<file path="src/rtl/lc3_data_mem_if.sv">
// Load/store request bus between the LC3 pipeline controller and the data memory.
interface lc3_data_mem_if;
    logic [1:0]  mem_state;
    logic [15:0] Data_addr;
    logic [15:0] Data_din;
    logic [15:0] Data_dout;
    logic        complete_data;
    logic        busy;

    modport master (
        output mem_state, Data_addr, Data_din,
        input  Data_dout, complete_data, busy
    );

    modport slave (
        input  mem_state, Data_addr, Data_din,
        output Data_dout, complete_data, busy
    );
endinterface

</file>
<file path="src/rtl/lc3_data_mem.sv">
// LC3 data-memory responder: captures one load/store request and completes it
// with a single-cycle complete_data pulse after LATENCY cycles.
module lc3_data_mem #(
    parameter int unsigned ADDR_W  = 8,
    parameter int unsigned LATENCY = 2
) (
    input  logic           clk,
    input  logic           rst,
    lc3_data_mem_if.slave  bus
);
    localparam int unsigned DEPTH = 1 << ADDR_W;

    typedef enum logic [1:0] {
        IDLE = 2'd0,
        WAIT = 2'd1,
        DONE = 2'd2
    } state_t;

    state_t            state, state_nxt;
    logic [3:0]        cnt, cnt_nxt;
    logic [ADDR_W-1:0] addr_q;
    logic [15:0]       din_q;
    logic              wr_q;
    logic [15:0]       dout_q;
    logic              accept;
    logic              do_access;
    logic [15:0]       mem [DEPTH];

    always_comb begin
        state_nxt = state;
        cnt_nxt   = cnt;
        accept    = 1'b0;
        do_access = 1'b0;
        case (state)
            IDLE: begin
                if (bus.mem_state != 2'd3) begin
                    accept    = 1'b1;
                    state_nxt = WAIT;
                    cnt_nxt   = 4'(LATENCY - 1);
                end
            end
            WAIT: begin
                if (cnt != 4'd0) begin
                    cnt_nxt = cnt - 4'd1;
                end else begin
                    // The access itself happens on the edge that enters DONE.
                    state_nxt = DONE;
                    do_access = 1'b1;
                end
            end
            DONE:    state_nxt = IDLE;
            default: state_nxt = IDLE;
        endcase
    end

    always_ff @(posedge clk or negedge rst) begin
        if (!rst) begin
            state  <= IDLE;
            cnt    <= '0;
            addr_q <= '0;
            din_q  <= '0;
            wr_q   <= 1'b0;
            dout_q <= '0;
        end else begin
            state <= state_nxt;
            cnt   <= cnt_nxt;
            if (accept) begin
                addr_q <= bus.Data_addr[ADDR_W-1:0];
                din_q  <= bus.Data_din;
                wr_q   <= (bus.mem_state == 2'd2);
            end
            if (do_access && !wr_q) begin
                dout_q <= mem[addr_q];
            end
        end
    end

    // Array is not reset; a reset keeps the FSM in IDLE so no write can slip through.
    always_ff @(posedge clk) begin
        if (do_access && wr_q) begin
            mem[addr_q] <= din_q;
        end
    end

    assign bus.Data_dout     = dout_q;
    assign bus.complete_data = (state == DONE);
    assign bus.busy          = (state != IDLE);

endmodule

</file>
<file path="src/flat_wrapper.sv">
// flat-port wrapper written by rule: the top's interface ports become plain ports
module lc3_data_mem_flat 
#(
    parameter int unsigned ADDR_W  = 8,
    parameter int unsigned LATENCY = 2
)
  (clk, rst, bus_mem_state, bus_Data_addr, bus_Data_din, bus_Data_dout, bus_complete_data, bus_busy);
  lc3_data_mem_if bus_i ();
  input  logic clk;
  input  logic rst;
  input wire logic [$bits(bus_i.mem_state)-1:0] bus_mem_state;
  input wire logic [$bits(bus_i.Data_addr)-1:0] bus_Data_addr;
  input wire logic [$bits(bus_i.Data_din)-1:0] bus_Data_din;
  output wire logic [$bits(bus_i.Data_dout)-1:0] bus_Data_dout;
  output wire logic [$bits(bus_i.complete_data)-1:0] bus_complete_data;
  output wire logic [$bits(bus_i.busy)-1:0] bus_busy;
  assign bus_i.mem_state = bus_mem_state;
  assign bus_i.Data_addr = bus_Data_addr;
  assign bus_i.Data_din = bus_Data_din;
  assign bus_Data_dout = bus_i.Data_dout;
  assign bus_complete_data = bus_i.complete_data;
  assign bus_busy = bus_i.busy;
  lc3_data_mem #(.ADDR_W(ADDR_W), .LATENCY(LATENCY)) u_core (.clk(clk), .rst(rst), .bus(bus_i));
endmodule
</file>
<file path="config.mk">
export PLATFORM = sky130hd
export DESIGN_NAME = lc3_data_mem_flat
export DESIGN_NICKNAME = d
export VERILOG_FILES = /design/src/rtl/lc3_data_mem_if.sv /design/src/rtl/lc3_data_mem.sv /design/src/flat_wrapper.sv
export SDC_FILE = /design/constraint.sdc
export NUM_CORES = 2
export LEC_CHECK = 0
export ABC_CLOCK_PERIOD_IN_PS = 10250
export CORE_MARGIN = 5
export CORE_UTILIZATION = 35
export DETAILED_ROUTE_END_ITERATION = 6
export PLACE_DENSITY = 0.53
export RECOVER_POWER = 25
export SLEW_MARGIN = 0
export SYNTH_ARGS = -nofsm -noshare
export SYNTH_HDL_FRONTEND = slang
export SYNTH_SLANG_ARGS = --single-unit
</file>
<file path="constraint.sdc">
create_clock -name clk -period 10.25 [get_ports clk]
set_clock_uncertainty 0.15 [all_clocks]
set_input_delay 2.05 -clock clk [delete_from_list [all_inputs] [get_ports clk]]
set_output_delay 2.05 -clock clk [all_outputs]
set_load 0.02 [all_outputs]
</file>
## Word level (Yosys, flattened, before mapping)

Memory sizes are Yosys's and may differ from the RTL's. A register that Yosys moved wholly into a read port is not among the register bits.
Index checks and enable logic that the tools add are counted.
W data, S select, Z words.

- Flip-flop bits (word level): 31
- RAM bits: 4,096
- Input port bits: 36
- Output and inout port bits: 18
- Word-level logic and storage cells: 36
- Memories kept: 1

- Add/subtract/negate cells: 1
- Eq/ne operators: 7
- Multiplexer cells: 12
- Reductions and logical operators: 10

Memories:

| memory | depth | bits a word | rd ports | clocked after Yosys merged registers in | wr ports | line | text |
|---|---|---|---|---|---|---|---|
| u_core.mem | 256 | 16 | 1 | 1 | 1 | lc3_data_mem.sv:27 | `logic [15:0] mem [DEPTH];` |

Operators with widths:

| kind | number |
|---|---|
| $mux W4 | 2 |
| $pmux W4 S2 | 1 |
| $mux W1 | 6 |
| $eq A2 B2 Y1 const B | 2 |
| $mux W2 | 2 |
| $ne A2 B1 Y1 const B | 2 |
| $ne A2 B2 Y1 const B | 2 |
| $pmux W2 S2 | 1 |
| $reduce_bool A2 Y1 | 2 |
| $reduce_bool A4 Y1 | 1 |
| $sub A4 B1 Y4 const B | 1 |
| $reduce_and A3 Y1 | 1 |
| $eq A2 B1 Y1 const B | 1 |
| $logic_and A1 B1 Y1 | 2 |
| $logic_not A1 Y1 | 2 |
| $logic_not A2 Y1 | 1 |
| $reduce_and A2 Y1 | 1 |

## Logic depth before layout (Yosys ltp)

- Depth after elaboration: 6
- Gate-level depth with buffers: 14

## Worst setup path before layout

Ideal clock, no wire load.

- Path type: register -> register
- Start: reg u_core.din_q[0]
- End: mem u_core.mem[0][0], data pin
- Library setup time: 0.803 ns
- Data arrival time: 3.181 ns
- Required time: 9.297 ns
- Path slack: 6.116 ns
- Stages on the path, launching flop included: 1
- Period minus slack after synthesis: 4.134 ns
- Path through: dfrtp_1

RTL lines:

| what | line | text |
|---|---|---|
| start: declaration | lc3_data_mem.sv:22 | `logic [15:0] din_q;` |
| start signal: assignment | lc3_data_mem.sv:69 | `din_q <= bus.Data_din;` |
| end: declaration | lc3_data_mem.sv:27 |  |

No word-level cell before the write port.

## Final worst setup path

- Start: reg u_core.din_q[5]
- End: mem u_core.mem[157][5], data pin

No word-level cell before the write port.

==> flow_results.xml <==
<?xml version="1.0" encoding="UTF-8"?>
<metrics>
  <group name="floorplan">
    <metric name="placementRows" unit="">247</metric>
    <metric name="floorplan.die_area" unit="um2">469000</metric>
    <metric name="starting_density" unit="%">35.2</metric>
    <metric name="floorplan.core_area" unit="um2">453000</metric>
    <metric name="floorplan.io_pins" unit="">54</metric>
    <metric name="chipHeight" unit="um">685</metric>
    <metric name="floorplan.die.width" unit="um">685</metric>
  </group>
  <group name="synthesis">
    <metric name="synth_seq_area_share" unit="%">77.9</metric>
    <metric name="synth_warnings" unit="">0</metric>
    <metric name="netlist_area_before_placement" unit="um2">159000</metric>
    <metric name="synth_enable_flop_cells" unit="">4096</metric>
    <metric name="synth-main-ff-cell" unit="">sky130_fd_sc_hd__edfxtp_1</metric>
    <metric name="cells_after_synth" unit="">7225</metric>
    <metric name="synth_fp_nets" unit="">7262</metric>
    <metric name="ys_types" unit="">66</metric>
    <metric name="post_synth.cell_area_avg" unit="um2">22.0</metric>
    <metric name="ys_ff_latch" unit="">4143</metric>
    <metric name="async_flop_share" unit="%">1.13</metric>
  </group>
  <group name="hold_path">
    <metric name="whs_path_depth" unit="">1</metric>
    <metric name="holdCritStartpoint" unit="">u_core.cnt[0]</metric>
    <metric name="hold_path_end" unit="">u_core.cnt[0]</metric>
    <metric name="timing.hold.worst.class" unit="">reg2reg</metric>
  </group>
  <group name="detailed_routing">
    <metric name="wl_per_cell" unit="um">31.9</metric>
    <metric name="drt-vias-per-instance" unit="">5.51</metric>
    <metric name="detail_route.first_pass.iterations" unit="">6</metric>
    <metric name="drt_drc" unit="">0</metric>
    <metric name="route.final.wire_length" unit="um">446000</metric>
    <metric name="drt_iter0_drc" unit="">9295</metric>
    <metric name="drtAntennaViolNets" unit="">0</metric>
    <metric name="via_count" unit="">77200</metric>
  </group>
  <group name="grt">
    <metric name="number_of_antenna_violations_at_the_first_check_in_global_routing" unit="">39</metric>
    <metric name="first_pass_grt_wire_length" unit="um">621000</metric>
    <metric name="global_route.usage.total" unit="%">18.5</metric>
    <metric name="globalRoute.totalOverflow" unit="">0</metric>
    <metric name="maximum_number_of_pins_on_one_net_before_global_route_repair" unit="">155</metric>
    <metric name="grt_pass1_vias" unit="">77600</metric>
  </group>
  <group name="cells_and_area">
    <metric name="growth_of_design_area_from_synthesis_to_finish" unit="%">14.3</metric>
    <metric name="final_instance_area" unit="um2">182000</metric>
    <metric name="layout-drive-gt1-share" unit="%">26.2</metric>
    <metric name="count_of_nets_after_finishing" unit="">7685</metric>
    <metric name="fin_util" unit="%">40.2</metric>
    <metric name="fillerInstances" unit="">39900</metric>
  </group>
  <group name="clock_tree">
    <metric name="cts.hold.buffers_added" unit="">0</metric>
    <metric name="tritoncts.num_buffers" unit="">432</metric>
    <metric name="cts_max_level" unit="">5</metric>
    <metric name="clock_sinks" unit="">4143</metric>
    <metric name="insertion_delay" unit="ns">0.97</metric>
    <metric name="clk_transition_reported_paths" unit="ns">0.06</metric>
    <metric name="cts_tree" unit="">done</metric>
    <metric name="postCtsSetupBuffers" unit="">0</metric>
    <metric name="ctsResizeCount" unit="">0</metric>
    <metric name="cts_root_buffer" unit="">sky130_fd_sc_hd__clkbuf_16</metric>
    <metric name="cts-root-to-sink-buffers" unit="">4</metric>
  </group>
  <group name="power">
    <metric name="power_per_cell_area" unit="nW/um2">290</metric>
    <metric name="p_leak" unit="nW">56.4</metric>
    <metric name="peakVddDrop" unit="V">0.000210</metric>
  </group>
  <group name="timing">
    <metric name="worstMarginPinSlew" unit="ns">4.57</metric>
    <metric name="final_period_minus_worst_setup_slack" unit="ns">6.20</metric>
    <metric name="relSlewSlack" unit="%">-205</metric>
    <metric name="report.final.setup_viol" unit="">0</metric>
    <metric name="final-max-slew-violation-count" unit="">1969</metric>
    <metric name="post-route-period-util" unit="%">60.5</metric>
    <metric name="timing.final.hold_violations" unit="">0</metric>
    <metric name="fmaxAchievable" unit="MHz">161</metric>
    <metric name="grt_setup_unrepaired" unit="">false</metric>
    <metric name="final.setup.tns" unit="ns">0</metric>
  </group>
  <group name="place">
    <metric name="dp_hpwl" unit="um">258000</metric>
    <metric name="placed_cell_area" unit="um2">168000</metric>
    <metric name="io_buffer_count" unit="">45</metric>
    <metric name="gpl.final_weighted_congestion" unit="">0.814</metric>
  </group>
  <group name="worst_setup_path">
    <metric name="r2r_end" unit="">u_core.mem[157][5]</metric>
    <metric name="length_in_cells_of_the_worst_reg_to_reg_path" unit="">2</metric>
    <metric name="startpoint_type" unit="">flop</metric>
    <metric name="critPathKind" unit="">reg2reg</metric>
    <metric name="crit_path_top_delay_cell" unit="">sky130_fd_sc_hd__clkbuf_1</metric>
    <metric name="crit_family" unit="">buffers and inverters</metric>
    <metric name="regToRegSetupSlack" unit="ns">4.05</metric>
    <metric name="worstSetupEndpointType" unit="">flop</metric>
    <metric name="worst_endpoint_required_time" unit="ns">10.72</metric>
    <metric name="timing.critical_path.buf_inv" unit="">2</metric>
    <metric name="worst_path_largest_cell_delay" unit="ns">2.59</metric>
    <metric name="arrival_time_at_the_worst_endpoint" unit="ns">6.68</metric>
    <metric name="path_cells" unit="">clkbuf_1 &gt; buf_4</metric>
    <metric name="regToRegStartpoint" unit="">u_core.din_q[5]</metric>
    <metric name="critical_path_peak_fanout" unit="">71</metric>
  </group>
  <group name="run">
    <metric name="cap_viol_max_count" unit="">31</metric>
  </group>
  <group name="run_status">
    <metric name="run_status" unit="">finished with violations</metric>
    <metric name="violations" unit="">max-capacitance violations, max-slew violations</metric>
  </group>
</metrics>
==> layout by cell type, fill, tap and decap left out, types with 31 or more instances in the layout <==
cell type and n:
sky130_fd_sc_hd__edfxtp_1 4096, sky130_fd_sc_hd__mux4_2 947, sky130_fd_sc_hd__clkbuf_16 437, sky130_fd_sc_hd__mux2i_1 408, sky130_fd_sc_hd__buf_4 325, sky130_fd_sc_hd__nor2_1 232
sky130_fd_sc_hd__a22oi_1 149, sky130_fd_sc_hd__nand2_1 138, sky130_fd_sc_hd__a21oi_1 106, sky130_fd_sc_hd__clkinv_1 104, sky130_fd_sc_hd__o21ai_0 101, sky130_fd_sc_hd__clkbuf_1 94
sky130_fd_sc_hd__nor2_2 91, sky130_fd_sc_hd__clkinv_2 90, sky130_fd_sc_hd__o22ai_1 69, sky130_fd_sc_hd__nand3_1 64, sky130_fd_sc_hd__mux2_2 57, sky130_fd_sc_hd__clkdlybuf4s50_1 43
sky130_fd_sc_hd__dfrtp_1 41, sky130_fd_sc_hd__bufinv_16 37, sky130_fd_sc_hd__a32oi_1 31
==> how the worst max path moves through the flow <==
stage	start	to	slack [ns]	cells after the start
final	u_core.din_q[5]	u_core.mem[157][5]	4.05	2
after global routing	u_core.din_q[5]	u_core.mem[157][5]	3.68	2
after CTS	u_core.addr_q[1]	u_core.bus.Data_dout[7]	4.51	9
after detailed placement	u_core.addr_q[1]	u_core.bus.Data_dout[7]	4.51	9
after global placement	u_core.addr_q[1]	u_core.bus.Data_dout[11]	4.53	8
after floorplan	u_core.din_q[0]	u_core.mem[0][0]	6.12	0
==> cells in the mapped netlist (3+ instances only) <==
cell type / count / area share (%)
sky130_fd_sc_hd__clkbuf_1: 142 / 0.33
sky130_fd_sc_hd__a31oi_1: 22 / 0.086
sky130_fd_sc_hd__nand4bb_1: 3 / 0.021
sky130_fd_sc_hd__nand3_1: 64 / 0.20
sky130_fd_sc_hd__buf_1: 15 / 0.035
sky130_fd_sc_hd__nand2b_1: 8 / 0.031
sky130_fd_sc_hd__a221oi_1: 7 / 0.038
sky130_fd_sc_hd__nor2_1: 324 / 0.76
sky130_fd_sc_hd__mux2_2: 57 / 0.40
sky130_fd_sc_hd__o22a_1: 22 / 0.12
sky130_fd_sc_hd__nand2_1: 157 / 0.37
sky130_fd_sc_hd__or3_1: 4 / 0.016
sky130_fd_sc_hd__o2111ai_1: 3 / 0.016
sky130_fd_sc_hd__nor2b_1: 17 / 0.067
sky130_fd_sc_hd__a32oi_1: 31 / 0.17
sky130_fd_sc_hd__o21ai_0: 101 / 0.32
sky130_fd_sc_hd__nand4_1: 8 / 0.031
sky130_fd_sc_hd__o22ai_1: 69 / 0.27
sky130_fd_sc_hd__a21oi_1: 107 / 0.34
sky130_fd_sc_hd__a41oi_1: 7 / 0.038
sky130_fd_sc_hd__a22o_1: 6 / 0.033
sky130_fd_sc_hd__o31ai_1: 5 / 0.024
sky130_fd_sc_hd__a31o_1: 4 / 0.022
sky130_fd_sc_hd__buf_6: 27 / 0.19
sky130_fd_sc_hd__nand3b_1: 6 / 0.028
sky130_fd_sc_hd__inv_1: 5 / 0.012
sky130_fd_sc_hd__buf_2: 157 / 0.49
sky130_fd_sc_hd__dfrtp_1: 47 / 0.74
sky130_fd_sc_hd__or2_2: 3 / 0.012
sky130_fd_sc_hd__a22oi_1: 149 / 0.70
sky130_fd_sc_hd__edfxtp_1: 4096 / 77
sky130_fd_sc_hd__nor4_1: 5 / 0.020
sky130_fd_sc_hd__mux2i_1: 408 / 2.6
sky130_fd_sc_hd__and2_1: 4 / 0.016
sky130_fd_sc_hd__a211oi_1: 19 / 0.090
sky130_fd_sc_hd__mux4_2: 947 / 13
sky130_fd_sc_hd__o221ai_1: 12 / 0.066
sky130_fd_sc_hd__buf_4: 74 / 0.35
sky130_fd_sc_hd__and3_1: 4 / 0.016
sky130_fd_sc_hd__o211ai_1: 20 / 0.094
sky130_fd_sc_hd__a2111oi_0: 6 / 0.033
sky130_fd_sc_hd__a211o_1: 6 / 0.033
sky130_fd_sc_hd__nor3_1: 20 / 0.063
==> sequential cells by signal, summed over array words and instances (netlist names) <==
signal,count
u_core.cnt,4
u_core.state,2
u_core.din_q,16
u_core.wr_q,1
u_core.addr_q,8
u_core.mem,4096
u_core.bus.Data_dout,16
==> through the flow <==
step	total power [mW]	worst slack (ns)	std cells	hold WS (ns)
CTS	53.1	4.51	14000	0.350
detailed placement	37.8	4.51	13200	0.342
finish	52.8	4.05	14000	0.347
floorplan	31.7	6.12	7225	0.313
global route	54.6	3.68	14000	0.375
global placement	37.5	4.53	13200	0.346
==> report_power, final <==
| part | internal, mW | switching, mW | total (mW) |
|---|---|---|---|
| clock | 8.81 | 6.53 | 15.3 |
| combinational | 5.01 | 9.97 | 15.0 |
| sequential | 21.5 | 0.950 | 22.5 |
| total | 35.3 | 17.4 | 52.8 |
==> routing by layer <==
layer	track usage (%)	up-vias	wire, um
li1	-	31400	-
met1	26.1	42100	186000
met2	29.7	3065	212000
met3	3.13	618	32700
met4	5.50	2	14500
met5	0	-	7
==> logic make-up (layout without fill, tap and decap cells) <==
| group | Yosys count | in the layout | synth area share [%] |
|---|---|---|---|
| AOI/OAI and AO/OA | 608 | 608 | 2.55 |
| xor gates and xnor gates | 2 | 2 | 0.0110 |
| adders and majority gates | 1 | 1 | 0.00785 |
| buffers and inverters | 423 | 1203 | 1.42 |
| DFF | 4143 | 4143 | 77.9 |
| muxes | 1412 | 1412 | 16.4 |
| other | 0 | 10 | 0 |
| and+or+nand+nor | 636 | 636 | 1.70 |
==> area by class of cell <==
| cell class | instances | area [um2] | share of cell area [%] |
|---|---|---|---|
| clock inverters | 267 | 2430 | 1.34 |
| repair buffers | 405 | 3310 | 1.82 |
| multi-input cells | 2659 | 33300 | 18.3 |
| diodes | 10 | 25.0 | 0.0137 |
| inverters | 7 | 36.3 | 0.0199 |
| clock buffers | 524 | 11400 | 6.24 |
| well taps | 5976 | 7480 | 4.11 |
| flip-flops and latches | 4143 | 124000 | 68.2 |
Note: power is estimated with default switching activity, not from simulation.
